--- src/rtl/high_score_writer_if.sv ---
// Memory port bundle between high_score_writer (master) and the game's
// 16x8 Memory instance (slave): one registered read port, one write port.
interface high_score_writer_if;
  logic       Mem_R_En;
  logic [3:0] Mem_R_Addr;
  logic [7:0] Mem_R_Data;
  logic       Mem_W_En;
  logic [3:0] Mem_W_Addr;
  logic [7:0] Mem_W_Data;

  modport master (
    output Mem_R_En,
    output Mem_R_Addr,
    input  Mem_R_Data,
    output Mem_W_En,
    output Mem_W_Addr,
    output Mem_W_Data
  );

  modport slave (
    input  Mem_R_En,
    input  Mem_R_Addr,
    output Mem_R_Data,
    input  Mem_W_En,
    input  Mem_W_Addr,
    input  Mem_W_Data
  );
endinterface

--- src/rtl/high_score_writer.sv ---
// high_score_writer: on each game-over pulse, reads the best score stored at
// BEST_ADDR, writes the final score back if it is strictly higher, and keeps
// o_Best_Score up to date. Define HIGH_SCORE_LOG_EN to also append every
// final score to a circular history log at LOG_BASE..LOG_BASE+LOG_DEPTH-1.
// The pulse is latched at E0 and the read goes out at E1, so the memory read
// data (valid one clock after the read enable) is captured on the WAIT exit.
module high_score_writer #(
  parameter int         SCORE_BITS = 6,
  parameter logic [3:0] BEST_ADDR  = 4'd0,
  parameter logic [3:0] LOG_BASE   = 4'd1,
  parameter int         LOG_DEPTH  = 15
) (
  input  logic                  i_Clk,
  input  logic                  i_Rst_L,
  input  logic                  i_Game_Over,
  input  logic [SCORE_BITS-1:0] i_Score,
  high_score_writer_if.master   Mem,
  output logic                  o_Busy,
  output logic                  o_New_Record,
  output logic [SCORE_BITS-1:0] o_Best_Score
);

  typedef enum logic [2:0] {
    S_IDLE,
    S_RD,
    S_WAIT,
    S_CMP,
    S_WR_BEST
`ifdef HIGH_SCORE_LOG_EN
    , S_LOG
`endif
  } state_t;

  state_t                r_State;
  logic                  r_Start;
  logic [SCORE_BITS-1:0] r_Score;
  logic [SCORE_BITS-1:0] r_Old;
  logic [7:0]            w_Score_Byte;

  assign w_Score_Byte = 8'(r_Score);

`ifdef HIGH_SCORE_LOG_EN
  localparam logic [3:0] PTR_LAST = 4'(LOG_DEPTH - 1);

  logic [3:0] r_Ptr;
  logic [3:0] w_Log_Addr;
  logic       w_unused;

  assign w_Log_Addr = LOG_BASE + r_Ptr;
  // Upper stored bits are ignored by design.
  assign w_unused   = &{1'b0, Mem.Mem_R_Data[7:SCORE_BITS]};
`else
  logic w_unused;

  // Upper stored bits are ignored and the log geometry has no use without the log.
  assign w_unused = &{1'b0, Mem.Mem_R_Data[7:SCORE_BITS], LOG_BASE, (LOG_DEPTH != 0)};
`endif

  // FSM with registered outputs; each transition also sets the outputs of the state it enters.
  always_ff @(posedge i_Clk or negedge i_Rst_L) begin
    if (!i_Rst_L) begin
      r_State         <= S_IDLE;
      r_Start         <= 1'b0;
      r_Score         <= '0;
      r_Old           <= '0;
`ifdef HIGH_SCORE_LOG_EN
      r_Ptr           <= '0;
`endif
      Mem.Mem_R_En    <= 1'b0;
      Mem.Mem_R_Addr  <= '0;
      Mem.Mem_W_En    <= 1'b0;
      Mem.Mem_W_Addr  <= '0;
      Mem.Mem_W_Data  <= '0;
      o_Busy          <= 1'b0;
      o_New_Record    <= 1'b0;
      o_Best_Score    <= '0;
    end else begin
      r_Start         <= 1'b0;
      Mem.Mem_R_En    <= 1'b0;
      Mem.Mem_W_En    <= 1'b0;
      Mem.Mem_W_Addr  <= '0;
      Mem.Mem_W_Data  <= '0;
      o_New_Record    <= 1'b0;

      case (r_State)
        S_IDLE: begin
          if (r_Start) begin
            r_State        <= S_RD;
            Mem.Mem_R_En   <= 1'b1;
            Mem.Mem_R_Addr <= BEST_ADDR;
            o_Busy         <= 1'b1;
          end else if (i_Game_Over) begin
            r_Score <= i_Score;
            r_Start <= 1'b1;
          end
        end

        S_RD: begin
          r_State <= S_WAIT;
        end

        S_WAIT: begin
          r_Old   <= Mem.Mem_R_Data[SCORE_BITS-1:0];
          r_State <= S_CMP;
        end

        S_CMP: begin
          if (r_Score > r_Old) begin
            r_State        <= S_WR_BEST;
            Mem.Mem_W_En   <= 1'b1;
            Mem.Mem_W_Addr <= BEST_ADDR;
            Mem.Mem_W_Data <= w_Score_Byte;
            o_New_Record   <= 1'b1;
            o_Best_Score   <= r_Score;
          end else begin
            o_Best_Score <= r_Old;
`ifdef HIGH_SCORE_LOG_EN
            r_State        <= S_LOG;
            Mem.Mem_W_En   <= 1'b1;
            Mem.Mem_W_Addr <= w_Log_Addr;
            Mem.Mem_W_Data <= w_Score_Byte;
`else
            r_State <= S_IDLE;
            o_Busy  <= 1'b0;
`endif
          end
        end

        S_WR_BEST: begin
`ifdef HIGH_SCORE_LOG_EN
          r_State        <= S_LOG;
          Mem.Mem_W_En   <= 1'b1;
          Mem.Mem_W_Addr <= w_Log_Addr;
          Mem.Mem_W_Data <= w_Score_Byte;
`else
          r_State <= S_IDLE;
          o_Busy  <= 1'b0;
`endif
        end

`ifdef HIGH_SCORE_LOG_EN
        S_LOG: begin
          r_Ptr   <= (r_Ptr == PTR_LAST) ? 4'd0 : r_Ptr + 4'd1;
          r_State <= S_IDLE;
          o_Busy  <= 1'b0;
        end
`endif

        default: begin
          r_State <= S_IDLE;
          o_Busy  <= 1'b0;
        end
      endcase
    end
  end

endmodule

--- src/flat_wrapper.sv ---
// flat-port wrapper written by rule: the top's interface ports become plain ports
module high_score_writer_flat 
#(
  parameter int         SCORE_BITS = 6,
  parameter logic [3:0] BEST_ADDR  = 4'd0,
  parameter logic [3:0] LOG_BASE   = 4'd1,
  parameter int         LOG_DEPTH  = 15
)
  (i_Clk, i_Rst_L, i_Game_Over, i_Score, o_Busy, o_New_Record, o_Best_Score, Mem_Mem_R_En, Mem_Mem_R_Addr, Mem_Mem_R_Data, Mem_Mem_W_En, Mem_Mem_W_Addr, Mem_Mem_W_Data);
  high_score_writer_if Mem_i ();
  input  logic i_Clk;
  input  logic i_Rst_L;
  input  logic i_Game_Over;
  input  logic [SCORE_BITS-1:0] i_Score;
  output logic o_Busy;
  output logic o_New_Record;
  output logic [SCORE_BITS-1:0] o_Best_Score;
  output wire logic [$bits(Mem_i.Mem_R_En)-1:0] Mem_Mem_R_En;
  output wire logic [$bits(Mem_i.Mem_R_Addr)-1:0] Mem_Mem_R_Addr;
  input wire logic [$bits(Mem_i.Mem_R_Data)-1:0] Mem_Mem_R_Data;
  output wire logic [$bits(Mem_i.Mem_W_En)-1:0] Mem_Mem_W_En;
  output wire logic [$bits(Mem_i.Mem_W_Addr)-1:0] Mem_Mem_W_Addr;
  output wire logic [$bits(Mem_i.Mem_W_Data)-1:0] Mem_Mem_W_Data;
  assign Mem_Mem_R_En = Mem_i.Mem_R_En;
  assign Mem_Mem_R_Addr = Mem_i.Mem_R_Addr;
  assign Mem_i.Mem_R_Data = Mem_Mem_R_Data;
  assign Mem_Mem_W_En = Mem_i.Mem_W_En;
  assign Mem_Mem_W_Addr = Mem_i.Mem_W_Addr;
  assign Mem_Mem_W_Data = Mem_i.Mem_W_Data;
  high_score_writer #(.SCORE_BITS(SCORE_BITS), .BEST_ADDR(BEST_ADDR), .LOG_BASE(LOG_BASE), .LOG_DEPTH(LOG_DEPTH)) u_core (.i_Clk(i_Clk), .i_Rst_L(i_Rst_L), .i_Game_Over(i_Game_Over), .i_Score(i_Score), .Mem(Mem_i), .o_Busy(o_Busy), .o_New_Record(o_New_Record), .o_Best_Score(o_Best_Score));
endmodule
--- config.mk ---
export PLATFORM = sky130hd
export DESIGN_NAME = high_score_writer_flat
export DESIGN_NICKNAME = d
export VERILOG_FILES = /design/src/rtl/high_score_writer_if.sv /design/src/rtl/high_score_writer.sv /design/src/flat_wrapper.sv
export SDC_FILE = /design/constraint.sdc
export NUM_CORES = 1
export LEC_CHECK = 0
export BUFFER_PORTS_ARGS = -buffer_cell sky130_fd_sc_hd__buf_2
export CORE_MARGIN = 3
export CORE_UTILIZATION = 44
export DETAILED_ROUTE_END_ITERATION = 8
export PLACE_DENSITY = 0.73
export RECOVER_POWER = 100
export SLEW_MARGIN = 15
export SYNTH_ARGS = -nofsm -noshare
export SYNTH_HDL_FRONTEND = slang
export SYNTH_SLANG_ARGS = --single-unit
--- constraint.sdc ---
create_clock -name i_Clk -period 2.19 [get_ports i_Clk]
set_input_delay 0.3285 -clock i_Clk [delete_from_list [all_inputs] [get_ports i_Clk]]
set_output_delay 0.3285 -clock i_Clk [all_outputs]
set_load 0.05 [all_outputs]
# ---- After elaboration in Yosys (flattened, before gate mapping)
# Index checks and enable logic that the tools add are counted.
dict set report totals {
  rom_bits 0
  elab_cells 37
  memories 0
  out_inout_bits 26
  latch_bits 0
  ff_bits 33
  in_bits 17
  ramBits 0
}
dict set report classes {
  bitwise_logic 2
  muxes 16
  n_eq_ne 5
  n_shift 0
  reduce_logical 4
  mul 0
  add_sub_neg 0
  magnitude_cmp 1
  div_mod_pow 0
}
# op count
set op_table {}
lappend op_table {{two-way mux 6 bit} 2}
lappend op_table {{case mux 3 bit (4 select lines)} 1}
lappend op_table {{two-way mux 1 bit} 9}
lappend op_table {{two-way mux 8 bit} 1}
lappend op_table {{== test 3 x 2 -> 1 bit, second input constant} 2}
lappend op_table {{> comparator 6 bit} 1}
lappend op_table {{two-way mux 3 bit} 2}
lappend op_table {{AND reduction 3 bit} 2}
lappend op_table {{== test 3 x 1 -> 1 bit, second input constant} 1}
lappend op_table {{logical NOT 3 bit} 1}
lappend op_table {{case mux 1 bit (3 select lines)} 1}
lappend op_table {{inequality test 2 x 1 -> 1 bit, second input constant} 1}
lappend op_table {{inequality test 2 bit, second input constant} 1}
lappend op_table {{inverter 1 bit} 2}
lappend op_table {{OR reduction 2 bit} 1}

# ---- Depth between registers and ports, before layout
dict set report depth {
  word_depth 4
  ltp_mapped 8
  ltp_nobuf 6
}

# ---- Worst setup path before layout
# OpenSTA, ideal clock, no wires.
dict set report synth_timing {
  path_type {flip-flop to flip-flop}
  from {register u_core.r_Score[5]}
  to {register u_core.o_Best_Score[0]}
  period_less_slack_ps 1780
  setup_time_ps 126
  arrival_ps 1654
  setup_slack_ps 410
  path_buffers 2
  path_stages_with_launch 8
  required_ps 2064
  path_cell_list {dfrtp_1 > ha_1 > and4_1 > buf_6 > o21ai_4 > and2_4 > buf_6 > o311a_1}
}
dict set report synth_between {
  elab_chain_len 2
}
# item line
set synth_lines {}
lappend synth_lines {{from (decl)} high_score_writer.sv:36} ;# logic [SCORE_BITS-1:0] r_Score;
lappend synth_lines {{from (signal assigned)} high_score_writer.sv:93} ;# r_Score <= i_Score;
lappend synth_lines {{> comparator 6 bit} high_score_writer.sv:108} ;# if (r_Score > r_Old) begin
lappend synth_lines {{two-way mux 6 bit} high_score_writer.sv:108}
lappend synth_lines {{to (signal assigned)} high_score_writer.sv:114} ;# o_Best_Score <= r_Score;
lappend synth_lines {{to (signal assigned)} high_score_writer.sv:116} ;# o_Best_Score <= r_Old;
lappend synth_lines {{to (decl)} high_score_writer.sv:20} ;# output logic [SCORE_BITS-1:0] o_Best_Score
# Every way passes these cells.
# A chain may end at the register's enable or synchronous reset.

# ---- Worst setup path in the final report
dict set report layout_timing {
  from {register u_core.r_Score[5]}
  to {register u_core.o_Best_Score[1]}
}
# Same word-level chain as after synthesis.

==> reports/results.txt <==
fin util -> 0.534
Syn Area/Cell -> 10.6 um^2
top cell type by total area after synthesis -> dfrtp_1
Final min period -> 2.06 ns
status -> complete, but fails checks
Post-CTS Hold Fix Bufs -> 0
Syn Inst Count -> 155
top_reg_cell synth -> dfrtp_1
Initial DRC Count -> 89
multiplexer share of the synthesized area -> 0.0482
H-Tree Depth -> 2
gr ovfl total -> 0
sequential share of the synthesized area -> 0.474
final setup skew -> 0.00443 ns
kind of critical path -> reg2reg
Initial Utilization -> 0.472
Worst-Skew Late Latency -> 0.28 ns
clock sinks -> 31
# rows -> 21
CP max-delay cell -> dfrtp_1
fraction of synthesized cell area in xor and xnor cells -> 0.00535
RSZ-0062 raised after global routing -> false
Fin Hold WS -> 0.246 ns
largest stage delay on the critical path -> 0.43 ns
Hold Startpoint -> Mem_Mem_R_Data[1]
main combinational cell family by area after synthesis -> compound AO/OA/AOI/OAI gates
total number of vias -> 1,277
Post-CTS Setup Inserts -> 0
gr busiest metal -> met2
crit end category -> flop
DR WL/cell -> 15.7 um
synth unique cells -> 35
synthesized cell area -> 1640 um^2
Crit Path Max Fanout -> 9
worst r2r src -> u_core.r_Score[5]
Synth Area in Adders -> 0.0459
fmax -> 485 MHz
failing checks -> capacitance limit, slew limit
first-pass GRT wire length -> 5.91 mm
CTS root buf -> clkbuf_8
fin. max-slew vios -> 32
IO buf count -> 30
required time worst endpoint -> 2.36 ns
Post-route DRC -> 0
die footprint -> 4490 um^2
# IOs -> 43
Top Family by Delay on Critical Path -> simple AND/OR/NAND/NOR gates
ANT nets after route -> 0
area grow syn2layout -> 13.2%
total negative slack -> 0 ns
post-DR vias/cell -> 5.50
Synth top cells by count -> dfrtp_1 (31), nand2_1 (13), buf_4 (11), nor2_1 (9)
met3 Usage GRT -> 0.0523
Yosys warning total -> 0
post-synth top area share -> 0.474
final worst slack -> 0.129 ns
simple-gate portion of the synthesized area -> 0.163
Critical Path Source -> u_core.r_Score[5]
max-cap violations -> 1
synthesized flop and latch total -> 31
Slew HR -> -0.0992
layout cells sized above 1 -> 0.188
critical path cell sequence -> ha_1 > and4_1 > o21ai_4 > and2_2 > o311a_1
fin nets -> 208
antenna cells -> 0
First-pass DRT Iterations -> 4
startpoint types -> flop
CTS tree -> yes
WL final -> 3.64 mm
GR Util All Layers -> 0.179
CP arrival -> 2.23 ns
Final Hold Vio Count -> 0
PostCTS Resize Cnt -> 0
TritonCTS Buffers -> 5
ys async rst share -> 1.00
largest net degree at the start of global routing -> 32
Clock Tree Buf Depth -> 2
Die X -> 67.0 um
hpwl dp -> 2.66 mm
Final period util -> 0.941
crit path buf inv count -> 0
grt met2 use -> 0.316
die height -> 67.0 um
Post-synth EDFFs -> 0
Final Wtd Congestion -> 0.837
vias in the first global route -> 1,257
met1 Use GR -> 0.201
Register-to-Register Setup Slack -> 0.13 ns
Placement Setup Slack -> 0.216 ns
Core Box Area -> 3470 um^2
Worst Tran Pin Value -> 1.65 ns
final setup fails -> 0
Worst Hold Class -> in2reg
top post-synthesis cells by area -> dfrtp_1 (47%), buf_4 (5.0%), mux2_2 (4.8%)
initial antenna violation count -> 0
most common cell in the synthesized netlist -> dfrtp_1
Clk pin slew, worst setup/hold paths -> 0.07 ns
Compound-Gate Fraction of Synth Area -> 0.165
## state kept, by name, summed over array words and instances, names as in the netlist
signal                 cells
u_core.o_New_Record        1
u_core.o_Best_Score        6
u_core.o_Busy              1
u_core.r_Old               6
u_core.Mem.Mem_W_Data      6
u_core.r_State             3
u_core.r_Score             6
u_core.r_Start             1
u_core.Mem.Mem_R_En        1
## final timing paths
kind / end / depth (start not counted)
setup / recovery: u_core.o_Best_Score[1] / 5
hold / removal: u_core.r_Old[1] / 3
setup reg to reg: u_core.o_Best_Score[1] / 5
hold reg to reg: u_core.r_State[1] / 1
max in group asynchronous: u_core.Mem.Mem_W_Data[5] / 1
min in group asynchronous: u_core.o_Best_Score[1] / 1
## logic make-up after synthesis
group / Yosys count
adder cells (fa/ha/maj): 6
multiplexers: 7
buffers and inverters: 26
AND/OR/NAND/NOR: 51
other: 1
XOR/XNOR: 1
flip-flops: 31
AO/OA/AOI/OAI: 32
## through the flow
stage / cell area, um^2 / std cells
3_5_place_dp: 1770 / 224
4_1_cts: 1880 / 232
3_3_place_gp: 1770 / 224
2_1_floorplan: 1670 / 164
5_1_grt: 1850 / 232
6_report: 1850 / 232
## cells in the final DEF, fill, tap and decap left out, drive strengths merged, types with 7 or more instances in the layout
cell type	count
dfrtp	31
clkbuf	23
buf	15
nand2	13
conb	10
nor2	9
and2	9
inv	8
nand4	7
nor3	7
mux2	7
## worst reg2reg max path: cells and delay by family, from the launching register on
family | cells | cell delay (ns)
AND/OR/NAND/NOR | 2 | 0.68
AO/OA/AOI/OAI | 2 | 0.48
flip-flops | 1 | 0.43
adder cells (fa/ha/maj) | 1 | 0.37
## routing by layer
layer | vias up | wire [um]
met5 | - | 0
met4 | 0 | 51
met3 | 7 | 392
met2 | 69 | 1810
met1 | 597 | 1390
li1 | 604 | -
## area by class of cell
| cell class | instances | area [um^2] |
|---|---|---|
| Timing Repair Buffer | 32 | 144 |
| Sequential cell | 31 | 776 |
| Multi-Input combinational cell | 107 | 727 |
| Fill cell | 337 | 1620 |
| Clock inverter | 2 | 35.0 |
| Clock buffer | 6 | 82.6 |
| Inverter | 8 | 30.0 |
| Tap cell | 46 | 57.6 |
Power is not shown: default switching activity piles up to over one toggle a cycle in this logic, so the estimate is an artifact.
